[src/rtl/console_uart_tx_pkg.sv]
// Shared types and constants for the console UART transmitter.
// Line-state encoding plus a helper mapping FSM state to the tx level.
package console_uart_tx_pkg;

  localparam int UART_STATE_LEN = 2;
  localparam int UART_DATA_BITS = 8;
  localparam int UART_IDX_W     = $clog2(UART_DATA_BITS);

  typedef enum logic [UART_STATE_LEN-1:0] {
    UART_IDLE  = 2'd0,
    UART_START = 2'd1,
    UART_DATA  = 2'd2,
    UART_STOP  = 2'd3
  } uart_state_e;

  function automatic logic line_level(
    input uart_state_e s,
    input logic        b
  );
    logic lvl;
    lvl = 1'b1;
    unique case (s)
      UART_START: lvl = 1'b0;
      UART_DATA:  lvl = b;
      default:    lvl = 1'b1;
    endcase
    return lvl;
  endfunction

endpackage

[src/rtl/console_uart_tx_fifo.sv]
// Byte FIFO between the console write port and the UART serialiser.
// full/empty are registered from the next occupancy count.
module console_fifo #(
  parameter int DEPTH = 16
) (
  input  logic       clk,
  input  logic       reset,
  input  logic       push,
  input  logic       pop,
  input  logic [7:0] wdata,
  output logic [7:0] rdata,
  output logic       full,
  output logic       empty
);

  localparam int AW = $clog2(DEPTH);
  localparam int CW = AW + 1;

  logic [7:0]    r_mem [DEPTH];
  logic [AW-1:0] r_wp;
  logic [AW-1:0] r_rp;
  logic [CW-1:0] r_cnt;
  logic          r_full;
  logic          r_empty;

  logic          w_push;
  logic          w_pop;
  logic [CW-1:0] w_cnt_d;

  assign w_push = push & ~r_full;
  assign w_pop  = pop & ~r_empty;

  always_comb begin
    w_cnt_d = r_cnt;
    unique case ({w_push, w_pop})
      2'b10:   w_cnt_d = r_cnt + CW'(1);
      2'b01:   w_cnt_d = r_cnt - CW'(1);
      default: w_cnt_d = r_cnt;
    endcase
  end

  always_ff @(posedge clk or negedge reset) begin
    if (!reset) begin
      r_wp    <= '0;
      r_rp    <= '0;
      r_cnt   <= '0;
      r_full  <= 1'b0;
      r_empty <= 1'b1;
    end else begin
      if (w_push) r_wp <= r_wp + AW'(1);
      if (w_pop)  r_rp <= r_rp + AW'(1);
      r_cnt   <= w_cnt_d;
      r_full  <= (w_cnt_d == CW'(DEPTH));
      r_empty <= (w_cnt_d == '0);
    end
  end

  // Storage needs no reset: only entries behind r_cnt are ever read.
  always_ff @(posedge clk) begin
    if (w_push) r_mem[r_wp] <= wdata;
  end

  assign rdata = r_mem[r_rp];
  assign full  = r_full;
  assign empty = r_empty;

endmodule

[src/rtl/console_uart_tx.sv]
// Console byte sink: buffers writes and sends them as 8N1 UART frames.
// tx comes from a register loaded with the level of the next state.
module console_uart_tx
  import console_uart_tx_pkg::*;
#(
  parameter int CLK_DIV    = 868,
  parameter int FIFO_DEPTH = 16,
  parameter int XLEN       = 32
) (
  input  logic            clk,
  input  logic            reset,
  input  logic            console_we,
  input  logic [XLEN-1:0] console_wdata,
  output logic            full,
  output logic            busy,
  output logic            overflow,
  output logic            tx
);

  localparam int CNT_W = $clog2(CLK_DIV);
  localparam logic [CNT_W-1:0] RELOAD =
    CNT_W'(CLK_DIV - 1);
  localparam logic [UART_IDX_W-1:0] LAST_BIT =
    UART_IDX_W'(UART_DATA_BITS - 1);

  uart_state_e           r_state;
  logic [CNT_W-1:0]      r_cnt;
  logic [7:0]            r_shift;
  logic [UART_IDX_W-1:0] r_idx;
  logic                  r_tx;
  logic                  r_ovf;

  uart_state_e           w_state_d;
  logic [CNT_W-1:0]      w_cnt_d;
  logic [7:0]            w_shift_d;
  logic [UART_IDX_W-1:0] w_idx_d;
  logic                  w_tx_d;
  logic                  w_tick;
  logic                  w_push;
  logic                  w_pop;
  logic                  w_full;
  logic                  w_empty;
  logic [7:0]            w_rdata;
  logic                  w_unused;

  assign w_unused = ^console_wdata[XLEN-1:8];
  assign w_push   = console_we & ~w_full;

  console_fifo #(
    .DEPTH (FIFO_DEPTH)
  ) u_fifo (
    .clk   (clk),
    .reset (reset),
    .push  (w_push),
    .pop   (w_pop),
    .wdata (console_wdata[7:0]),
    .rdata (w_rdata),
    .full  (w_full),
    .empty (w_empty)
  );

  assign w_tick = (r_cnt == '0);

  always_comb begin
    w_state_d = r_state;
    w_cnt_d   = r_cnt;
    w_shift_d = r_shift;
    w_idx_d   = r_idx;
    w_pop     = 1'b0;
    unique case (r_state)
      UART_IDLE: begin
        if (!w_empty) begin
          w_pop     = 1'b1;
          w_shift_d = w_rdata;
          w_cnt_d   = RELOAD;
          w_state_d = UART_START;
        end
      end
      UART_START: begin
        if (w_tick) begin
          w_cnt_d   = RELOAD;
          w_idx_d   = '0;
          w_state_d = UART_DATA;
        end else begin
          w_cnt_d = r_cnt - CNT_W'(1);
        end
      end
      UART_DATA: begin
        if (w_tick) begin
          w_cnt_d   = RELOAD;
          w_shift_d = {1'b0, r_shift[7:1]};
          if (r_idx == LAST_BIT) begin
            w_state_d = UART_STOP;
          end else begin
            w_idx_d = r_idx + UART_IDX_W'(1);
          end
        end else begin
          w_cnt_d = r_cnt - CNT_W'(1);
        end
      end
      UART_STOP: begin
        // Chain straight into the next start bit when data waits.
        if (w_tick) begin
          w_cnt_d = RELOAD;
          if (!w_empty) begin
            w_pop     = 1'b1;
            w_shift_d = w_rdata;
            w_state_d = UART_START;
          end else begin
            w_state_d = UART_IDLE;
          end
        end else begin
          w_cnt_d = r_cnt - CNT_W'(1);
        end
      end
      default: w_state_d = UART_IDLE;
    endcase
    w_tx_d = line_level(w_state_d, w_shift_d[0]);
  end

  always_ff @(posedge clk or negedge reset) begin
    if (!reset) begin
      r_state <= UART_IDLE;
      r_cnt   <= '0;
      r_shift <= '0;
      r_idx   <= '0;
      r_tx    <= 1'b1;
      r_ovf   <= 1'b0;
    end else begin
      r_state <= w_state_d;
      r_cnt   <= w_cnt_d;
      r_shift <= w_shift_d;
      r_idx   <= w_idx_d;
      r_tx    <= w_tx_d;
      r_ovf   <= r_ovf | (console_we & w_full);
    end
  end

  assign full     = w_full;
  assign busy     = (r_state != UART_IDLE) | ~w_empty;
  assign overflow = r_ovf;
  assign tx       = r_tx;

endmodule

[config.mk]
export PLATFORM = sky130hd
export DESIGN_NAME = console_uart_tx
export DESIGN_NICKNAME = d
export VERILOG_FILES = /design/src/rtl/console_uart_tx_pkg.sv /design/src/rtl/console_uart_tx_fifo.sv /design/src/rtl/console_uart_tx.sv
export SDC_FILE = /design/constraint.sdc
export NUM_CORES = 1
export LEC_CHECK = 0
export ABC_AREA = 1
export BUFFER_PORTS_ARGS = -buffer_cell sky130_fd_sc_hd__buf_2
export CORE_MARGIN = 2
export CORE_UTILIZATION = 40
export CTS_BUF_LIST = sky130_fd_sc_hd__clkbuf_8
export DETAILED_ROUTE_END_ITERATION = 6
export GPL_TIMING_DRIVEN = 0
export MAX_ROUTING_LAYER = met4
export RECOVER_POWER = 25
export SYNTH_ARGS = -nofsm -noshare
export SYNTH_HDL_FRONTEND = slang
export SYNTH_HIERARCHICAL = 1
export SYNTH_SLANG_ARGS = --single-unit
[constraint.sdc]
create_clock -name clk -period 3.22 [get_ports clk]
set_input_delay 0.161 -clock clk [delete_from_list [all_inputs] [get_ports clk]]
set_output_delay 0.161 -clock clk [all_outputs]
set_load 0.01 [all_outputs]
==> reports/metrics.csv <==
stage,metric,value,unit
outcome,status,finished clean,
synth,avgSynthCellArea,10.7,um2
timing,finalHoldViolations,0,
timing,finClkSkew,0.0136,ns
worst_setup_path,cp_common_cell,nand2_1,
synth,yosysTopAreaCell,edfxtp_1,
clocking,clockRootBuffer,clkbuf_8,
global_route,gr-total-overflow,0,
synth,yosysUniqueCellTypes,37,
floorplan,ios,39,
route,totalWireLength,18300,um
route,vias,5282,
place,place_congestion,0.962,
worst_setup_path,path_depth,21,
cells_and_area,final_nets,798,
global_route,met3_usage,0.0371,
synth,synthArstFlopShare,0.238,
timing,period_minus_slack,2.93,ns
clocking,clk_transition_reported_paths,0.10,ns
synth,yosysSeqAreaShare,0.638,
global_route,grt.total_usage,0.198,
worst_setup_path,path_buf_inv,2,
global_route,grt_max_degree,41,
timing,finalMaxSlewViolations,0,
place,hpwl,12400,um
pwr,vdd_drop_max,0.000384,V
global_route,first_global_vias,5231,
route,vias_per_cell,5.32,
worst_setup_path,required,3.61,ns
timing,rsz0062_at_grt,false,
synth,synth_top_area_frac,0.506,
timing,slew_headroom,0.310,
worst_setup_path,endpoint,u_fifo/empty$_DFF_PN1_,
synth,ys.flop_type,edfxtp_1,
pwr,p_leak,0.00319,uW
cells_and_area,utilization,0.455,
clocking,clk_latency,0.47,ns
synth,yosysWarnings,6,
clocking,cts_max_level,4,
floorplan,core,18600,um2
clocking,cts_buffers,17,
worst_setup_path,reg2reg_to,u_fifo/empty$_DFF_PN1_,
global_route,grt_pass1_wl,28500,um
hold_path,hp-class,in2reg,
synth,ys_ff_latch,168,
route,wl_per_cell,18.5,um
global_route,antenna_found_initial,0,
cells_and_area,area_growth,11.6,%
timing,max_freq,341,MHz
floorplan,die_y,142,um
synth,synth_nets,759,
worst_setup_path,critPathMaxStageDelay,0.44,ns
place,port_buffers,14,
floorplan,start_util,0.408,
route,ant_nets,0,
flow_run,drv_cap,0,
worst_setup_path,r2r_cells,21,
timing,finalCritPeriodShare,0.910,
clocking,cts_tree,done,
cells_and_area,fillers,1721,
global_route,met1_usage,0.258,
global_route,busiest_layer,met2,
floorplan,num_rows,50,
route,drt_iter0_markers,462,
worst_setup_path,startpoint_type,flop,
worst_setup_path,worst_setup_path_end_kind,flop,
worst_setup_path,r2r_slack,0.29,ns
cells_and_area,n_antenna_cell,0,
synth,synth_area,7600,um2
timing,setup_violations,0,
clocking,cts_buffer_depth,2,
route,drc,0,
clocking,clock-sinks,168,
synth,ys_top_cells_by_area,"edfxtp_1 (51%), dfrtp_1 (13%), nor2_1 (6.2%)",
worst_setup_path,critical-path-top-delay-family,simple AND/OR/NAND/NOR gates,
worst_setup_path,setup.worst_path.start,r_cnt[4]$_DFFE_PN0P_,
floorplan,dieArea,20100,um2
worst_setup_path,r2r-start,r_cnt[4]$_DFFE_PN0P_,
worst_setup_path,worstSetupPathType,reg2reg,
global_route,use_met2,0.314,
timing,tightest_slew,1.03,ns
pwr,power.density,888,nW/um2
worst_setup_path,critPathSlowestCell,dfrtp_1,
route,drt-pass1-iter-count,5,
worst_setup_path,crit_chain,nor2_2 -> nand2_1 -> nor2_1 -> nand2_2 -> o21bai_4 -> nand2_1 -> nor2_1 -> inv_1 -> nor2_4 -> ha_4 -> nor2_1 -> nor2_1 -> ha_1 -> clkinv_1 -> nand2_1 -> nand3_1 -> nand3_1 -> nand2_1 -> nand2_1 -> nand2_1 -> nor2_1,
worst_setup_path,crit_arrival,3.32,ns
synth,netlist_instances,707,
synth,synth_edf_count,128,
cells_and_area,drive_gt1_frac,0.141,
floorplan,fp.dieW,142,um
worst_setup_path,crit_fanout,6,
pwr,total_power,7530,uW
==> cell usage in the layout, fill, tap and decap left out, types with 6 or more instances in the layout <==
master,instances
edfxtp_1,128
nor2_1,125
nand2_1,99
o21ai_0,60
inv_1,44
dfrtp_1,38
o211ai_1,30
o21ai_1,30
nand3_1,29
buf_2,21
clkbuf_8,17
ha_1,16
clkbuf_1,13
a21oi_1,13
xor2_1,12
nor2_2,9
inv_2,8
o21ai_2,7
nand2_2,6
buf_4,6
==> metal layers <==
metal,wire length [um],up-vias
met5,0,-
met3,1060,29
met1,8050,2574
li1,-,2523
met4,439,0
met2,8790,156
==> metrics by stage <==
step                      hold slack, ns  TNS, ns  std cells  instance area (um2)  setup WS, ns
after floorplan                   -0.135        0        707                 7600         0.327
after global placement             0.332   -0.536        955                 7960        -0.219
after detailed placement           0.341   -0.961        955                 7960        -0.333
after CTS                         0.0652        0        989                 8440        0.0292
after global routing               0.118        0        993                 8480        0.0382
final                              0.127        0        993                 8480         0.289
==> cell type report <==
cell class,count,area (um2),share of cell area
flip-flops and latches,168,4850,0.571
inverters,53,201,0.0237
multi-input cells,459,2430,0.286
well taps,234,293,0.0345
clock inverters,15,213,0.0251
plain buffers,27,155,0.0183
repair buffers,20,113,0.0133
clock buffers,17,234,0.0276
==> repair_timing <==
action | in CTS | in global routing
setup buffers | 0 | 4
gates resized for setup | 4 | 4
hold endpoints to repair | 39 | 0
pin swaps | 0 | 2
hold buffers | 2 | 0
setup endpoints to repair | 4 | 3
==> state kept, by name (all words and copies together) (netlist names) <==
signal        flops
overflow          1
r_cnt            10
r_idx             3
r_shift           8
r_state           2
tx                1
u_fifo/empty      1
u_fifo/full       1
u_fifo/r_cnt      5
u_fifo/r_mem    128
u_fifo/r_rp       4
u_fifo/r_wp       4
==> synthesized netlist by cell type (4+ instances only) <==
cell type / count
edfxtp_1: 128
nor2_1: 126
nand2_1: 101
o21ai_0: 60
inv_1: 44
dfrtp_1: 38
o211ai_1: 30
o21ai_1: 30
nand3_1: 29
ha_1: 17
a21oi_1: 13
buf_2: 13
xor2_1: 12
nor2_2: 9
clkbuf_1: 7
inv_2: 7
o21ai_2: 7
buf_6: 4
nand2_2: 4
o211ai_2: 4
==> worst min path at each step <==
| stage | from | end | slack (ns) | cells past startpoint |
|---|---|---|---|---|
| after global placement | reset | r_cnt[3]$_DFFE_PN0P_ | 0.33 | 1 |
| after CTS | console_wdata[2] | u_fifo/r_mem[1][2]$_DFFE_PP_ | 0.07 | 1 |
| after detailed placement | reset | r_cnt[3]$_DFFE_PN0P_ | 0.34 | 1 |
| final | console_wdata[5] | u_fifo/r_mem[11][5]$_DFFE_PP_ | 0.13 | 1 |
| after floorplan | reset | overflow$_DFF_PN0_ | -0.13 | 0 |
| after global routing | console_wdata[5] | u_fifo/r_mem[11][5]$_DFFE_PP_ | 0.12 | 1 |
==> power by group <==
group          leakage, uW  internal, uW  switching (uW)
Clock             0.000231           866             816
Combinational      0.00131           945            2030
Sequential         0.00164          2690             180
Total              0.00319          4500            3030
==> kinds of logic (layout without fill, tap and decap cells) <==
logic type	Yosys count	count (layout)	share of synthesized area
and+or+nand+nor	281	281	0.154
AOI/OAI and AO/OA	148	148	0.118
buffers and inverters	80	132	0.0469
adders and majority gates	17	17	0.0280
muxes	1	1	0.00148
xor gates and xnor gates	12	12	0.0138
DFF	168	168	0.638
Note: power is estimated with default switching activity, not from simulation.
